`config.mk`:
```
export PLATFORM = sky130hd
export DESIGN_NAME = alu_result_fifo
export DESIGN_NICKNAME = d
export VERILOG_FILES = /design/src/rtl/alu_result_fifo.sv
export SDC_FILE = /design/constraint.sdc
export NUM_CORES = 1
export LEC_CHECK = 0
export CAP_MARGIN = 0
export CORE_MARGIN = 2
export CORE_UTILIZATION = 60
export CTS_CLUSTER_SIZE = 30
export DETAILED_ROUTE_END_ITERATION = 16
export DONT_BUFFER_PORTS = 1
export PLACE_DENSITY = 0.72
export SLEW_MARGIN = 20
export SYNTH_ARGS = -nofsm -noshare
export SYNTH_HDL_FRONTEND = slang
export SYNTH_SLANG_ARGS = --single-unit
```
`constraint.sdc`:
```
create_clock -name clk -period 5.7 [get_ports clk]
set_clock_uncertainty 0.1 [all_clocks]
set_input_delay 1.14 -clock clk [delete_from_list [all_inputs] [get_ports clk]]
set_output_delay 1.14 -clock clk [all_outputs]
set_load 0.02 [all_outputs]
```
`src/rtl/alu_result_fifo.sv`:
```
// Result buffer behind the 8-bit ALU: captures {sel, carry, zero, neg, data} into a small FIFO.
// Optional saturating statistics counters are enabled with ALU_RESULT_FIFO_STATS_EN.
module alu_result_fifo #(
  parameter int unsigned DATA_W = 8,
  parameter int unsigned SEL_W  = 3,
  parameter int unsigned DEPTH  = 4
) (
  input  logic                     clk,
  input  logic                     rst_n,
  input  logic                     in_valid,
  output logic                     in_ready,
  input  logic [DATA_W-1:0]        alu_out,
  input  logic                     alu_c_out,
  input  logic [SEL_W-1:0]         alu_sel,
  output logic                     out_valid,
  input  logic                     out_ready,
  output logic [DATA_W-1:0]        out_data,
  output logic                     out_carry,
  output logic [SEL_W-1:0]         out_sel,
  output logic                     out_zero,
  output logic                     out_neg,
  output logic [$clog2(DEPTH):0]   count,
  output logic [7:0]               carry_cnt,
  output logic [7:0]               stall_cnt
);

  localparam int unsigned PtrW = $clog2(DEPTH);
  localparam int unsigned CntW = PtrW + 1;
  localparam logic [CntW-1:0] Full = CntW'(DEPTH);

  typedef struct packed {
    logic [SEL_W-1:0]  sel;
    logic              carry;
    logic              zero;
    logic              neg;
    logic [DATA_W-1:0] data;
  } entry_t;

  entry_t           mem_q [DEPTH];
  entry_t           wr_entry;
  entry_t           head;
  logic [PtrW-1:0]  wr_ptr_q, wr_ptr_d;
  logic [PtrW-1:0]  rd_ptr_q, rd_ptr_d;
  logic [CntW-1:0]  count_q, count_d;
  logic             push, pop;

  // Handshake status comes only from registered occupancy, so a full FIFO
  // cannot accept a push in the same cycle it is popped.
  assign in_ready  = (count_q != Full);
  assign out_valid = (count_q != '0);
  assign push      = in_valid && in_ready;
  assign pop       = out_valid && out_ready;
  assign count     = count_q;

  always_comb begin
    wr_entry.sel   = alu_sel;
    wr_entry.carry = alu_c_out;
    wr_entry.zero  = (alu_out == '0);
    wr_entry.neg   = alu_out[DATA_W-1];
    wr_entry.data  = alu_out;
  end

  always_comb begin
    wr_ptr_d = wr_ptr_q;
    rd_ptr_d = rd_ptr_q;
    count_d  = count_q;
    if (push) begin
      wr_ptr_d = wr_ptr_q + PtrW'(1);
    end
    if (pop) begin
      rd_ptr_d = rd_ptr_q + PtrW'(1);
    end
    case ({push, pop})
      2'b10:   count_d = count_q + CntW'(1);
      2'b01:   count_d = count_q - CntW'(1);
      default: count_d = count_q;
    endcase
  end

  always_ff @(posedge clk or negedge rst_n) begin
    if (!rst_n) begin
      wr_ptr_q <= '0;
      rd_ptr_q <= '0;
      count_q  <= '0;
    end else begin
      wr_ptr_q <= wr_ptr_d;
      rd_ptr_q <= rd_ptr_d;
      count_q  <= count_d;
    end
  end

  // Storage is intentionally not reset.
  always_ff @(posedge clk) begin
    if (push) begin
      mem_q[wr_ptr_q] <= wr_entry;
    end
  end

  // Head fields are masked while empty so stale storage never leaks out.
  always_comb begin
    head      = mem_q[rd_ptr_q];
    out_data  = out_valid ? head.data  : '0;
    out_carry = out_valid ? head.carry : 1'b0;
    out_sel   = out_valid ? head.sel   : '0;
    out_zero  = out_valid ? head.zero  : 1'b0;
    out_neg   = out_valid ? head.neg   : 1'b0;
  end

`ifdef ALU_RESULT_FIFO_STATS_EN
  logic [7:0] carry_cnt_q, carry_cnt_d;
  logic [7:0] stall_cnt_q, stall_cnt_d;

  always_comb begin
    carry_cnt_d = carry_cnt_q;
    stall_cnt_d = stall_cnt_q;
    if (push && alu_c_out && (carry_cnt_q != 8'hff)) begin
      carry_cnt_d = carry_cnt_q + 8'd1;
    end
    if (in_valid && !in_ready && (stall_cnt_q != 8'hff)) begin
      stall_cnt_d = stall_cnt_q + 8'd1;
    end
  end

  always_ff @(posedge clk or negedge rst_n) begin
    if (!rst_n) begin
      carry_cnt_q <= '0;
      stall_cnt_q <= '0;
    end else begin
      carry_cnt_q <= carry_cnt_d;
      stall_cnt_q <= stall_cnt_d;
    end
  end

  assign carry_cnt = carry_cnt_q;
  assign stall_cnt = stall_cnt_q;
`else
  assign carry_cnt = 8'd0;
  assign stall_cnt = 8'd0;
`endif

endmodule
```
# Yosys cells after proc, flatten, opt, wreduce, memory -nomap -nowiden
# Memory sizes are Yosys's and may differ from the RTL's.
# Cells that the tools add are included.
[classes] addsub=4 n_eq_ne=3 mux=8 reduce_logical=5
[op_table] operator="8-bit zero test" n=1
[op_table] operator="8-bit two-way mux" n=1
[op_table] operator="3-bit one-hot mux with 2 select lines" n=1
[op_table] operator="1-bit two-way mux" n=5
[op_table] operator="2-bit by 1-bit adder with 2-bit output (second input constant)" n=2
[op_table] operator="3-bit by 1-bit adder with 3-bit output (second input constant)" n=1
[op_table] operator="3-bit two-way mux" n=1
[op_table] operator="3-bit != test (second input constant)" n=1
[op_table] operator="3-bit nonzero test" n=1
[op_table] operator="3-bit by 1-bit subtractor with 3-bit output (second input constant)" n=1
[op_table] operator="2-bit by 1-bit equality test with 1-bit output (second input constant)" n=1
[op_table] operator="2-bit equality test (second input constant)" n=1
[op_table] operator="1-bit logical AND" n=2
[op_table] operator="2-bit nonzero test" n=1
[totals] register_bits=7 mem_bits_rw=56 inputBits=16 elab_cells=24 n_memories=1
[memory_table] name="mem_q" words=4 word_bits=14 read_ports=1 rd_clocked_by_memory_dff=0 wr=1 line="39" text="entry_t mem_q [DEPTH];"

# Longest topological paths before layout
[logic_depth] word_depth=4 ltp_mapped=9 mapped_depth_nobuf=9

# Worst setup path before layout
# OpenSTA, ideal clock, no wires.
[synth_path] path_kind="flip-flop to output port" startpoint="reg count_q[1] (netlist: count[1])" endpoint="out out_data[7]" t_arrival_ns=1.600 setup_slack_ns=2.860 path_stages_with_launch=5 n_path_buf=2 cell_sequence="dfrtp_1 > or3_1 > clkbuf_1 > and2_1 > buf_4"
[synth_via] elab_chain_len=2
[synth_lines] element="start, declared" line="44" text="logic [CntW-1:0] count_q, count_d;"
[synth_lines] element="start signal, assigned" line="88" text="count_q <= count_d;"
[synth_lines] element="3-bit nonzero test" line="50" text="assign out_valid = (count_q != '0);"
[synth_lines] element="net out_valid" line="15" text="output logic out_valid,"
[synth_lines] element="8-bit two-way mux" line="102" text="out_data = out_valid ? head.data : '0;"
[synth_lines] element="end, declared" line="17" text="output logic [DATA_W-1:0] out_data,"
# The timed path passes the listed nets, and every way through them passes these cells.

# Final worst setup path
[layout_path] startpoint="reg rd_ptr_q[0]" endpoint="out out_data[7]"
[layout_via] elab_chain_len=2
[layout_lines] element="start, declared" line="43" text="logic [PtrW-1:0] rd_ptr_q, rd_ptr_d;"
[layout_lines] element="start signal, assigned" line="87" text="rd_ptr_q <= rd_ptr_d;"
[layout_lines] element="memory read 4 x 14 bit"
[layout_lines] element="8-bit two-way mux" line="102"
# Every way passes these cells.

==> impl_metrics.yaml <==
outcome:
  outcome: "finished, final reports clean"
final_layout:
  regArea_sq_um: 1740
  multi_input_area_sq_um: 679
  stdcell_area_sq_um: 2770
  postLayoutCoreUtil_pct: 68.6
  fin_cells: 200
  drive_gt1_share_pct: 21.3
  syn2layout_area_growth_pct: 8.81
  nets: 167
  diodes: 0
  fillers: 268
synth:
  yosys.area.top_type: "edfxtp_1"
  synth_top_area_share_pct: 61.4
  ys_warn_count: 0
  synth_seq_cells: 59
  synth_cell_types: 23
  avgSynthCellArea_sq_um: 18.2
  yosys-top-cells-area: "edfxtp_1 61%, mux4_2 12%, dfrtp_1 6.9%"
  netlist_area_sq_um: 2540
  ys_seq_area_share_pct: 68.3
  syn_inst: 140
power:
  peakVddDrop_mv: 0.308
  clkPwrFrac_pct: 30.4
  power_density_nw_per_um2: 591
  total_power_mw: 1.63
  switching_share_pct: 32.5
  combPwrFrac_pct: 27.9
  p_leak_nw: 1.00
  seq_power_share_pct: 41.7
  p_int_mw: 1.10
  switching_power_mw: 0.532
global_routing:
  grt_pass1_vias: 1221
  grt_max_degree: 17
  grt_usage_pct: 18.1
  grt_antenna_before_repair: 0
  grt_pass1_wl_mm: 6.31
  grt-ovfl-total: 0
sta:
  min_period_ns: 3.40
  hold_slack_ns: 0.400
  relSlewSlack_pct: 39.0
  rsz0062_at_grt: "no"
  period_share_pct: 59.7
  finalHoldViolCount: 0
  fmax_mhz: 294
  worst_slack_ns: 2.30
  final.setup.tns_ns: 0
  worst_pin_slew_ns: 0.915
  drv_slew: 0
  finalSetupViolCount: 0
route:
  viasPerCell: 5.62
  drcViolationCount: 0
  drt_iter0_drc: 44
  wl_per_cell_um: 19.7
  dr_total_vias: 1124
  drt_pass1_iterations: 4
  ant_nets: 0
  routed_wl_mm: 3.94
setup_path:
  critical_path_class: "flop to output port"
  slowest_stage: "dfrtp_1"
  crit_chain: "mux4_2 > and2_1"
  worstSetupStartpointType: "flop"
  slowest_delay_ns: 0.94
  critPathMaxFanout: 15
  cp-end-kind: "output port"
  arrival_ns: 2.16
  worst-endpoint-required_ns: 4.46
clocking:
  clockRootBuffer: "clkbuf_8"
  cts_buffers: 9
  clk_latency_ns: 0.33
  cts_setup_buffers: 0
  cts_resized: 0
  cts_sinks: 59
  cts_hold_buf: 0
  cts.path.max_buffers: 2
  cts_tree: "yes"
  cts.clk_slew.worst_paths_ns: 0.07
  htreeDepth: 3
die:
  coreArea_sq_um: 4030
  fp-row-count: 23
  die_y_um: 69.1
  die_w_um: 69.1
  initial_utilization_pct: 63.1
  ios: 51
  die_area_sq_um: 4770
placement:
  pre_cts_ws_ns: 2.61
  gp_congestion: 0.734
  io_buffers: 0
  place_area_sq_um: 2500
  dp_cells: 184
  place_hpwl_mm: 2.51
worst_hold_path:
  hold_path.class: "input port to asynchronous set/reset pin"
run:
  max-cap-violations: 0
==> path summary, 6_finish.rpt <==
kind,startpoint,endpoint,slack [ns],cells after the start
setup / recovery,rd_ptr_q[0],out_data[7],2.30,2
hold / removal,rst_n,count[0],0.40,0
setup reg to reg,count[0],count[2],3.08,8
hold reg to reg,wr_ptr_q[1],wr_ptr_q[1],0.50,1
max in group asynchronous,rst_n,count[1],5.03,0
min in group clk,wr_ptr_q[1],wr_ptr_q[1],0.50,1
==> critical path: cells and delay by family (launching register included) <==
kind | cells | cell delay [ns]
multiplexers | 1 | 0.58
AND/OR/NAND/NOR | 1 | 0.30
flip-flops | 1 | 0.94
==> per-layer routing <==
layer	up-vias	GRT usage [%]	part of all wire, %
li1	497	-	-
met3	9	6.73	7.9
met1	565	23.3	41
met2	53	27.4	49
met5	-	0	0
met4	0	9.15	1.9
==> state kept, by name, summed over array words and instances (netlist names) <==
signal    cells
wr_ptr_q      2
rd_ptr_q      2
count         3
mem_q        52
==> cell families (layout without fill, tap and decap cells) <==
group	after synthesis	count (layout)	share of synthesized area (%)
xor gates and xnor gates	6	6	2.07
adders and majority gates	6	6	3.25
muxes	15	15	12.5
buffers and inverters	27	22	7.14
DFF	59	59	68.3
other	1	16	0.148
and+or+nand+nor	26	26	6.55
==> cell type report <==
| cell class | count | share of cell area [%] |
|---|---|---|
| sequential | 59 | 62.8 |
| multi-input combinational | 69 | 24.6 |
| clock inverter | 7 | 5.07 |
| clock buffer | 9 | 4.48 |
| tap | 50 | 2.26 |
| inverter | 6 | 0.814 |
==> cells in the final DEF, fill, tap and decap left out <==
cell        Yosys  final
clkinvlp_4      0      2
xnor2_1         3      3
mux2i_1         1      1
edfxtp_1       52     52
conb_1          1     16
ha_1            5      5
and2_1         14     14
fa_1            1      1
clkbuf_8        0      9
mux4_2         13     13
or3_1           1      1
nor2_1          2      2
xor2_1          3      3
dfrtp_1         7      7
and3_1          4      4
bufinv_16       0      4
mux2_4          1      1
or3b_4          1      1
or4_1           2      2
inv_1           6      6
clkinv_2        0      1
nand3_1         1      1
and2_4          1      1
==> power by group through the flow <==
stage | combinational [mW] | clock (mW) | sequential [mW]
CTS | 0.464 | 0.500 | 0.684
finish | 0.456 | 0.497 | 0.681
detailed placement | 0.463 | 0 | 0.691
global route | 0.496 | 0.524 | 0.696
global placement | 0.447 | 0 | 0.686
floorplan | 0.467 | 0 | 0.631
==> Yosys cell counts (all sizes together) <==
library cell / count
buf: 20
and3: 4
ha: 5
mux2: 1
fa: 1
xor2: 3
nor2: 2
mux4: 13
conb: 1
or3b: 1
dfrtp: 7
clkbuf: 1
xnor2: 3
and2: 15
edfxtp: 52
or4: 2
or3: 1
mux2i: 1
inv: 6
nand3: 1
(Power assumes the default switching activity.)
